**src/rtl/uart_pkg.sv**
```systemverilog
// Shared types and constants for the UART receive path.
package uart_pkg;

  localparam int UART_OVERSAMPLE = 16;

  typedef enum logic [1:0] {
    ST_IDLE,
    ST_START,
    ST_DATA,
    ST_STOP
  } uart_rx_state_e;

  // Debug view of the receiver: FSM state, data-bit index and FIFO full flag.
  typedef struct packed {
    uart_rx_state_e state;
    logic [2:0]     bitn;
    logic           fifo_full;
  } uart_rx_dbg_t;

endpackage

```
**src/rtl/uart_rx_fifo_if.sv**
```systemverilog
// Consumer-facing bus of the UART receiver: byte stream plus status pulses.
interface uart_rx_fifo_if #(
  parameter int FIFO_DEPTH = 16
);
  localparam int CW = $clog2(FIFO_DEPTH + 1);

  // Handshake: rx_valid is high while a byte is held and rx_data is stable
  // until it is taken; a transfer (pop) happens on every clock edge where
  // rx_valid && rx_ready. rx_ready may be asserted independently of rx_valid.
  logic [7:0]    rx_data;
  logic          rx_valid;
  logic          rx_ready;
  logic          frame_err;
  logic          overrun;
  logic [CW-1:0] fifo_count;

  modport master (
    output rx_data, rx_valid, frame_err, overrun, fifo_count,
    input  rx_ready
  );

  modport slave (
    input  rx_data, rx_valid, frame_err, overrun, fifo_count,
    output rx_ready
  );

endinterface

```
**src/rtl/uart_sync_fifo.sv**
```systemverilog
// Show-ahead synchronous FIFO with explicit occupancy and a drop-on-full pulse.
module uart_sync_fifo #(
  parameter int WIDTH = 8,
  parameter int DEPTH = 16
) (
  input  logic                       clk,
  input  logic                       rstn,
  input  logic                       push,
  input  logic [WIDTH-1:0]           din,
  input  logic                       pop,
  output logic [WIDTH-1:0]           dout,
  output logic                       full,
  output logic                       empty,
  output logic [$clog2(DEPTH+1)-1:0] count,
  output logic                       overrun
);
  localparam int AW = $clog2(DEPTH);
  localparam int CW = $clog2(DEPTH + 1);

  logic [WIDTH-1:0] mem [DEPTH];
  logic [AW-1:0]    wr_ptr;
  logic [AW-1:0]    rd_ptr;
  logic             do_push;
  logic             do_pop;

  assign empty   = (count == '0);
  assign full    = (count == CW'(DEPTH));
  assign do_pop  = pop && !empty;
  // A pop in the same cycle frees the slot, so a full FIFO still accepts.
  assign do_push = push && (!full || do_pop);
  assign dout    = mem[rd_ptr];

  always_ff @(posedge clk or negedge rstn) begin
    if (!rstn) begin
      wr_ptr  <= '0;
      rd_ptr  <= '0;
      count   <= '0;
      overrun <= 1'b0;
      for (int i = 0; i < DEPTH; i++) mem[i] <= '0;
    end else begin
      overrun <= push && !do_push;
      if (do_push) begin
        mem[wr_ptr] <= din;
        wr_ptr      <= wr_ptr + 1'b1;
      end
      if (do_pop) rd_ptr <= rd_ptr + 1'b1;
      case ({do_push, do_pop})
        2'b10:   count <= count + 1'b1;
        2'b01:   count <= count - 1'b1;
        default: count <= count;
      endcase
    end
  end

endmodule

```
**src/rtl/uart_rx_fifo.sv**
```systemverilog
// 8N1 UART receiver with 16x oversampling, framing check and a byte FIFO.
module uart_rx_fifo
  import uart_pkg::*;
#(
  parameter int BAUD_DIV   = 54,
  parameter int FIFO_DEPTH = 16
) (
  input  logic           clk,
  input  logic           rstn,
  input  logic           rxd,
  uart_rx_fifo_if.master rx_if,
  output uart_rx_dbg_t   dbg
);
  localparam int         TW       = (BAUD_DIV > 1) ? $clog2(BAUD_DIV) : 1;
  localparam logic [3:0] SMP_MID  = 4'(UART_OVERSAMPLE / 2 - 1);
  localparam logic [3:0] SMP_LAST = 4'(UART_OVERSAMPLE - 1);

  logic           rxd_meta;
  logic           rxd_s;
  logic           rxd_q;
  logic [1:0]     primed;
  logic           fall;
  logic [TW-1:0]  tick_cnt;
  logic           tick;
  logic [3:0]     smp;
  logic [2:0]     bitn;
  logic [7:0]     shreg;
  logic           frame_err;
  logic           push;
  logic           fifo_full;
  logic           fifo_empty;
  uart_rx_state_e state;

  // The synchroniser resets high, so its first two outputs are reset residue,
  // not line samples. The edge register holds 0 until real samples arrive,
  // which keeps a line held low across reset from looking like a start edge.
  always_ff @(posedge clk or negedge rstn) begin
    if (!rstn) begin
      rxd_meta <= 1'b1;
      rxd_s    <= 1'b1;
      rxd_q    <= 1'b0;
      primed   <= 2'b00;
    end else begin
      rxd_meta <= rxd;
      rxd_s    <= rxd_meta;
      primed   <= {primed[0], 1'b1};
      rxd_q    <= primed[1] ? rxd_s : 1'b0;
    end
  end

  assign fall = rxd_q && !rxd_s;
  assign tick = (tick_cnt == TW'(BAUD_DIV - 1));

  always_ff @(posedge clk or negedge rstn) begin
    if (!rstn) begin
      state     <= ST_IDLE;
      tick_cnt  <= '0;
      smp       <= '0;
      bitn      <= '0;
      shreg     <= '0;
      frame_err <= 1'b0;
    end else begin
      frame_err <= 1'b0;
      tick_cnt  <= tick ? '0 : tick_cnt + 1'b1;
      if (tick) smp <= smp + 1'b1;
      case (state)
        ST_IDLE: begin
          if (fall) begin
            tick_cnt <= '0;
            smp      <= '0;
            bitn     <= '0;
            state    <= ST_START;
          end
        end
        ST_START: begin
          // Mid start bit: a high line here means a glitch, not a frame.
          if (tick && smp == SMP_MID) begin
            if (!rxd_s) begin
              smp   <= '0;
              state <= ST_DATA;
            end else begin
              state <= ST_IDLE;
            end
          end
        end
        ST_DATA: begin
          if (tick && smp == SMP_LAST) begin
            shreg <= {rxd_s, shreg[7:1]};
            bitn  <= bitn + 1'b1;
            if (bitn == 3'd7) state <= ST_STOP;
          end
        end
        ST_STOP: begin
          if (tick && smp == SMP_LAST) begin
            frame_err <= !rxd_s;
            state     <= ST_IDLE;
          end
        end
        default: state <= ST_IDLE;
      endcase
    end
  end

  // Push lands on the stop-sample edge so rx_valid rises the cycle after it.
  assign push = (state == ST_STOP) && tick && (smp == SMP_LAST) && rxd_s;

  uart_sync_fifo #(
    .WIDTH (8),
    .DEPTH (FIFO_DEPTH)
  ) u_fifo (
    .clk     (clk),
    .rstn    (rstn),
    .push    (push),
    .din     (shreg),
    .pop     (rx_if.rx_ready),
    .dout    (rx_if.rx_data),
    .full    (fifo_full),
    .empty   (fifo_empty),
    .count   (rx_if.fifo_count),
    .overrun (rx_if.overrun)
  );

  assign rx_if.rx_valid  = !fifo_empty;
  assign rx_if.frame_err = frame_err;

  assign dbg.state     = state;
  assign dbg.bitn      = bitn;
  assign dbg.fifo_full = fifo_full;

endmodule

```
**src/flat_wrapper.sv**
```systemverilog
// flat-port wrapper written by rule: the top's interface ports become plain ports
module uart_rx_fifo_flat import uart_pkg::*;
#(
  parameter int BAUD_DIV   = 54,
  parameter int FIFO_DEPTH = 16
)
  (clk, rstn, rxd, dbg, rx_if_rx_data, rx_if_rx_valid, rx_if_frame_err, rx_if_overrun, rx_if_fifo_count, rx_if_rx_ready);
  uart_rx_fifo_if #(.FIFO_DEPTH(FIFO_DEPTH)) rx_if_i ();
  input  logic clk;
  input  logic rstn;
  input  logic rxd;
  output uart_rx_dbg_t dbg;
  output wire logic [$bits(rx_if_i.rx_data)-1:0] rx_if_rx_data;
  output wire logic [$bits(rx_if_i.rx_valid)-1:0] rx_if_rx_valid;
  output wire logic [$bits(rx_if_i.frame_err)-1:0] rx_if_frame_err;
  output wire logic [$bits(rx_if_i.overrun)-1:0] rx_if_overrun;
  output wire logic [$bits(rx_if_i.fifo_count)-1:0] rx_if_fifo_count;
  input wire logic [$bits(rx_if_i.rx_ready)-1:0] rx_if_rx_ready;
  assign rx_if_rx_data = rx_if_i.rx_data;
  assign rx_if_rx_valid = rx_if_i.rx_valid;
  assign rx_if_frame_err = rx_if_i.frame_err;
  assign rx_if_overrun = rx_if_i.overrun;
  assign rx_if_fifo_count = rx_if_i.fifo_count;
  assign rx_if_i.rx_ready = rx_if_rx_ready;
  uart_rx_fifo #(.BAUD_DIV(BAUD_DIV), .FIFO_DEPTH(FIFO_DEPTH)) u_core (.clk(clk), .rstn(rstn), .rxd(rxd), .rx_if(rx_if_i), .dbg(dbg));
endmodule
```
**config.mk**
```make
export PLATFORM = sky130hd
export DESIGN_NAME = uart_rx_fifo_flat
export DESIGN_NICKNAME = d
export VERILOG_FILES = /design/src/rtl/uart_pkg.sv /design/src/rtl/uart_rx_fifo_if.sv /design/src/rtl/uart_sync_fifo.sv /design/src/rtl/uart_rx_fifo.sv /design/src/flat_wrapper.sv
export SDC_FILE = /design/constraint.sdc
export NUM_CORES = 1
export LEC_CHECK = 0
export ABC_AREA = 1
export CORE_MARGIN = 1.5
export CORE_UTILIZATION = 60
export DETAILED_ROUTE_END_ITERATION = 8
export PLACE_DENSITY = 0.84
export RECOVER_POWER = 25
export SYNTH_ARGS = -nofsm -noshare
export SYNTH_HDL_FRONTEND = slang
export SYNTH_HIERARCHICAL = 1
export SYNTH_SLANG_ARGS = --single-unit
```
**constraint.sdc**
```tcl
create_clock -name clk -period 6.1 [get_ports clk]
set_input_delay 0.61 -clock clk [delete_from_list [all_inputs] [get_ports clk]]
set_output_delay 0.61 -clock clk [all_outputs]
set_load 0.005 [all_outputs]
```
### Word level (Yosys, flattened, before mapping)

Cells that the tools add are included.

* word-level logic and storage cells: 107
* register bits after elaboration: 171
* input bits: 4
* output and inout port bits: 22

* $add $sub $neg: 7
* muxes and demuxes: 28
* equal/unequal tests: 15
* $lt $le $gt $ge: 3
* reductions and logical operators: 22
* bitwise gates (word level): 2

Operator list (count)
* $bwmux W128: 1
* $bmux W8 S4: 1
* $demux W8 S4: 1
* $mux W8: 3
* $mux W6: 3
* $mux W4: 4
* $add A4 B1 Y4 const B: 3
* $mux W2: 6
* $ge A5 B5 Y1 const B: 2
* $logic_and A1 B1 Y1: 10
* $ne A2 B1 Y1 const B: 5
* $not A4 Y5: 2
* $pmux W5 S2: 1
* $pmux W2 S4: 1
* $pmux W4 S2: 1
* $add A6 B1 Y6 const B: 1
* $eq A2 B2 Y1 const B: 3
* $eq A6 B6 Y1 const B: 1
* $mux W3: 2
* $pmux W3 S2: 1
* $add A5 B1 Y5 const B: 1
* $eq A5 B5 Y1 const B: 1
* $logic_not A5 Y1: 1
* $lt A5 B1 Y1 const B: 1
* other kinds (14): 21

### Longest topological paths before layout

* depth in word-level cells: 7
* depth in mapped cells: 16
* gate-level depth less buffers: 15

### Cells and area by module

Netlist, hierarchy kept.

By module, submodules not included
* uart_sync_fifo: instances 1, area an instance 8086.5 um^2, cells each 1082, seq. area each 3553.4 um^2
* uart_rx_fifo: instances 1, area an instance 1326.3 um^2, cells each 147, seq. area each 728.2 um^2

### Least setup slack after synthesis

Ideal clock, no wire load.

* path type: register to register
* start point: register u_core.tick_cnt[1]
* end point: register u_core.u_fifo.count[4]
* setup slack: 3257 ps
* library setup time: 117 ps
* stages on the path, launching flop included: 17
* data required time: 5983 ps
* arrival time: 2727 ps
* cells stage by stage: dfrtp_1 > inv_1 > ha_1 > nand3_1 > nor2_8 > nand4_1 > nor2_1 > buf_4 > nand2_1 > ha_1 > fa_1 > nand3_1 > nand2_1 > nand2_1 > nand2_1 > nand2_1 > nand2_1

* longest elaborated chain between the ends: 7
* elaborated cells on any way between the ends: 9
* those cells by class: eq/ne: 3; mux: 1; reduce/logical: 5

RTL lines
* from (decl): RTL line uart_rx_fifo.sv:23 `logic [TW-1:0] tick_cnt;`
* from (signal assigned): RTL line uart_rx_fifo.sv:64 `tick_cnt <= tick ? '0 : tick_cnt + 1'b1;`
* $eq A6 B6 Y1 (*): RTL line uart_rx_fifo.sv:52 `assign tick = (tick_cnt == TW'(BAUD_DIV - 1));`
* $logic_and A1 B1 Y1 (*) (3 in series): RTL line uart_rx_fifo.sv:105 `assign push = (state == ST_STOP) && tick && (smp == SMP_LAST) && rxd_s;`
* via u_core.push: RTL line uart_rx_fifo.sv:29 `logic push;`
* $logic_and A1 B1 Y1 (*): RTL line uart_sync_fifo.sv:30 `assign do_push = push && (!full || do_pop);`
* $eq A2 B1 Y1 or $eq A2 B2 Y1 (tied branches): RTL line uart_sync_fifo.sv:47 `case ({do_push, do_pop})`
* $pmux W5 S2 or $reduce_bool A2 Y1 (tied branches)
* to (signal assigned): RTL line uart_sync_fifo.sv:48 `2'b10: count <= count + 1'b1;`
* to (signal assigned): RTL line uart_sync_fifo.sv:49 `2'b01: count <= count - 1'b1;`
* to (signal assigned): RTL line uart_sync_fifo.sv:50 `default: count <= count;`
* to (decl): RTL line uart_sync_fifo.sv:14 `output logic [$clog2(DEPTH+1)-1:0] count,`

Mark *: on every way through the listed nets, which the timed path passes. The rest lies on a longest branch.
A chain may end at the register's enable or synchronous reset.

### Worst setup path after layout

* start point: register u_core.u_fifo.rd_ptr[0]
* end point: output rx_if_rx_data[3]

* longest elaborated chain between the ends: 4

RTL lines
* from (decl): RTL line uart_sync_fifo.sv:22 `logic [AW-1:0] rd_ptr;`
* from (signal assigned): RTL line uart_sync_fifo.sv:46 `if (do_pop) rd_ptr <= rd_ptr + 1'b1;`
* $not A4 Y5 (not written as such): RTL line uart_sync_fifo.sv:31 `assign dout = mem[rd_ptr];`
* $bmux W8 S4: RTL line uart_sync_fifo.sv:31
* $mux W8 (not written as such) (2 in series): RTL line uart_sync_fifo.sv:31
* to (decl): RTL line flat_wrapper.sv:13 `output wire logic [$bits(rx_if_i.rx_data)-1:0] rx_if_rx_data;`

Every way passes these cells. The select of a mux whose other input is x is not followed.

==> results by group <==
Clocking
  – Post-CTS Setup Bufs: 0
  – CTS max path bufs: 2
  – Worst-Skew Late Latency: 440 ps
  – Clock slew at reported path FFs: 70 ps
  – CTS Hold Bufs: 0
  – Root buffer cell: clkbuf_16
  – CTS tree: yes
  – CTS Buf Count: 17
  – Clock sink count: 171
  – Post-CTS sizing: 0
  – H-tree Lvls: 4

GRT
  – Antenna violations before repair: 0
  – Pin count of the biggest net entering global routing: 111
  – Global-route usage over all layers: 0.303
  – Number of global-route vias before repair: 7634
  – Global-route wire length before repair: 38700 um
  – Congestion Overflow GR: 0

Floorplan
  – Initial Util: 0.617
  – Ports: 26
  – Core area: 0.0153 mm^2
  – Die height: 128 um
  – Die area: 0.0164 mm^2
  – Die width: 128 um
  – Placement Rows: 45

Timing
  – Setup violations, final: 0
  – Period minus WS final: 3580 ps
  – Maximum clock frequency: 0.279 GHz
  – Fin. Hold Viols: 0
  – Final period utilization: 0.587
  – Unrepaired setup endpoints after global routing: false
  – Fin. max-slew vios: 111
  – Least-Margin Pin Slew: 2760 ps
  – Max-slew headroom: -0.837
  – Setup TNS: 0 ps
  – Fin Clk Skew: 5.94 ps

Power and ir drop
  – Sequential share of power: 0.494
  – Combinational Power Share: 0.065
  – Total internal power: 1.83 mW
  – Cell Pwr Density: 238 mW/mm^2
  – Static leakage: 5.23 nW
  – Sw Pwr: 0.599 mW
  – Pwr Total: 2.43 mW
  – Clock power frac: 0.441
  – Worst VDD drop: 0.222 mV
  – Switching Fraction: 0.247

Worst setup path
  – Setup crit start kind: flip-flop
  – RR Startpoint: u_core/tick_cnt[1]$_DFF_PN0_
  – Reg2Reg Capture Point: u_core/u_fifo/count[4]$_DFFE_PN0P_
  – Required time of the critical path: 5490 ps
  – CP Max Fanout: 65
  – Worst reg-to-reg path cell count: 15
  – Critical path endpoint category: primary output
  – Crit Path Class: reg2out
  – R2R setup slack: 2730 ps
  – CP Data Arrival Time: 2970 ps
  – Critical path origin: u_core/u_fifo/rd_ptr[0]$_DFFE_PN0P_
  – Critical Path Sink: rx_if_rx_data[3]

Synthesis
  – Cell count after synthesis: 1229
  – Synthesized Nets: 1248
  – Yosys warns: 6
  – Ys async rst share: 1.00
  – Number of flops mapped to enable cells by yosys: 0
  – Synth Area per Inst: 7.66 um^2
  – Main synth FF type: dfrtp_1
  – Register area share after synthesis: 0.455
  – Seq cells post-synth: 171
  – Synth Cell Area: 0.00941 mm^2
  – Synth cell types: 34

Detailed routing
  – Routed Antenna Nets: 0
  – Residual DRC count: 0
  – Final WL: 23300 um
  – Drt initial violations: 1164
  – Router iterations before antenna repair: 6
  – Routed len/inst: 16.3 um
  – Via density: 5.76
  – Vias: 8229

Worst hold path
  – Worst hold path class: reg2reg

Placed design
  – GP Congestion: 0.926
  – Post-Place Cells: 1396
  – Dpl cell area: 0.00962 mm^2
  – Placed wire-length estimate: 14000 um
  – IO buf count: 25

Outcome
  – Outcome: complete, but fails checks
  – Violated checks: max-capacitance violations, max-slew violations

Final layout
  – Layout Nets: 1223
  – Antenna fix cells: 0
  – Fin util: 0.668
  – Commonest non-fill, non-tap cells in the layout: nand2_1, dfrtp_1, nand4_1
  – Layout cells sized above 1: 0.0748
  – Area occupied by multi-input gates: 0.00427 mm^2
  – Register Area: 0.00428 mm^2
  – Fillers: 1282
  – Layout area overhead: 8.25%
  – Final Cell Area: 0.0102 mm^2
  – Most common cell after layout, fill and taps aside: nand2_1
  – Final std cells w/o fill: 1428

Run
  – # Max-Cap Violations: 1
## how the worst min path moves through the flow
stage / start / to / slack [ps] / cells past startpoint
6_report: u_core/primed[0]$_DFF_PN0_ / u_core/primed[1]$_DFF_PN0_ / 360 / 0
5_1_grt: u_core/primed[0]$_DFF_PN0_ / u_core/primed[1]$_DFF_PN0_ / 370 / 0
4_1_cts: rstn / u_core/u_fifo/mem[34]$_DFFE_PN0P_ / 360 / 1
3_5_place_dp: u_core/primed[0]$_DFF_PN0_ / u_core/primed[1]$_DFF_PN0_ / 350 / 0
3_3_place_gp: u_core/primed[0]$_DFF_PN0_ / u_core/primed[1]$_DFF_PN0_ / 340 / 0
2_1_floorplan: rstn / asynchronous set/reset pin / 310 / 0
## critical path, cell delays in order (launching register included)
cell and delay [ps]:
dfrtp_2 420, inv_2 890, nand2_1 160, nand2_1 130, nand2_1 60, nand3_1 140, nand3_1 120, nand2_1 110
clkdlybuf4s50_1 510
## layer usage
metal,wire (um),track usage,vias to the layer above
li1,-,-,3913
met1,9790,0.410,3861
met2,10800,0.471,392
met3,1930,0.0605,63
met4,771,0.139,0
met5,0,0,-
## state kept, by name (all words and copies together), names as in the netlist, 2 cells and up, named ones only
signal	cells
u_core/bitn	3
u_core/primed	2
u_core/shreg	8
u_core/smp	4
u_core/tick_cnt	6
u_core/u_fifo/count	5
u_core/u_fifo/mem	128
u_core/u_fifo/rd_ptr	4
u_core/u_fifo/wr_ptr	4
## logic make-up after synthesis
kind of cell | count (synthesis) | share of synthesized area
AO/OA/AOI/OAI | 16 | 0.00970
XOR/XNOR | 10 | 0.00931
adder cells (fa/ha/maj) | 15 | 0.0207
buffers and inverters | 208 | 0.0929
flip-flops | 171 | 0.455
other | 1 | 0.000398
AND/OR/NAND/NOR | 808 | 0.412
## cell type report
cell class,count,area share
Sequential cell,171,0.420
Multi-Input combinational cell,850,0.419
Clock buffer,18,0.0421
Tap cell,211,0.0259
Timing Repair Buffer,32,0.0292
Inverter,132,0.0486
Clock inverter,14,0.0145
## metrics by stage
step / worst slack, ps / hold slack, ps
after floorplan: 3260 / 314
after global placement: 2820 / 337
after detailed placement: 2780 / 346
after CTS: 2620 / 358
after global routing: 2370 / 365
final: 2520 / 356
## power by group through the flow
stage | Sequential, mW | Clock, mW | Combinational (mW)
floorplan | 1.21 | 0 | 0.112
CTS | 1.20 | 1.08 | 0.162
global placement | 1.22 | 0 | 0.156
detailed placement | 1.22 | 0 | 0.161
global route | 1.21 | 1.13 | 0.184
finish | 1.20 | 1.07 | 0.158
## cell usage after synthesis, drive strengths merged, types with 4 or more instances
| library cell | number | share of area |
|---|---|---|
| nand2 | 498 | 0.20 |
| dfrtp | 169 | 0.45 |
| nand3 | 132 | 0.092 |
| nand4 | 132 | 0.088 |
| inv | 129 | 0.051 |
| buf | 50 | 0.030 |
| nor2 | 40 | 0.027 |
| clkbuf | 26 | 0.011 |
| ha | 14 | 0.019 |
| o21ai | 9 | 0.0048 |
| a21oi | 7 | 0.0049 |
| xor2 | 7 | 0.0065 |
| or2 | 4 | 0.0027 |
(Power assumes the default switching activity.)
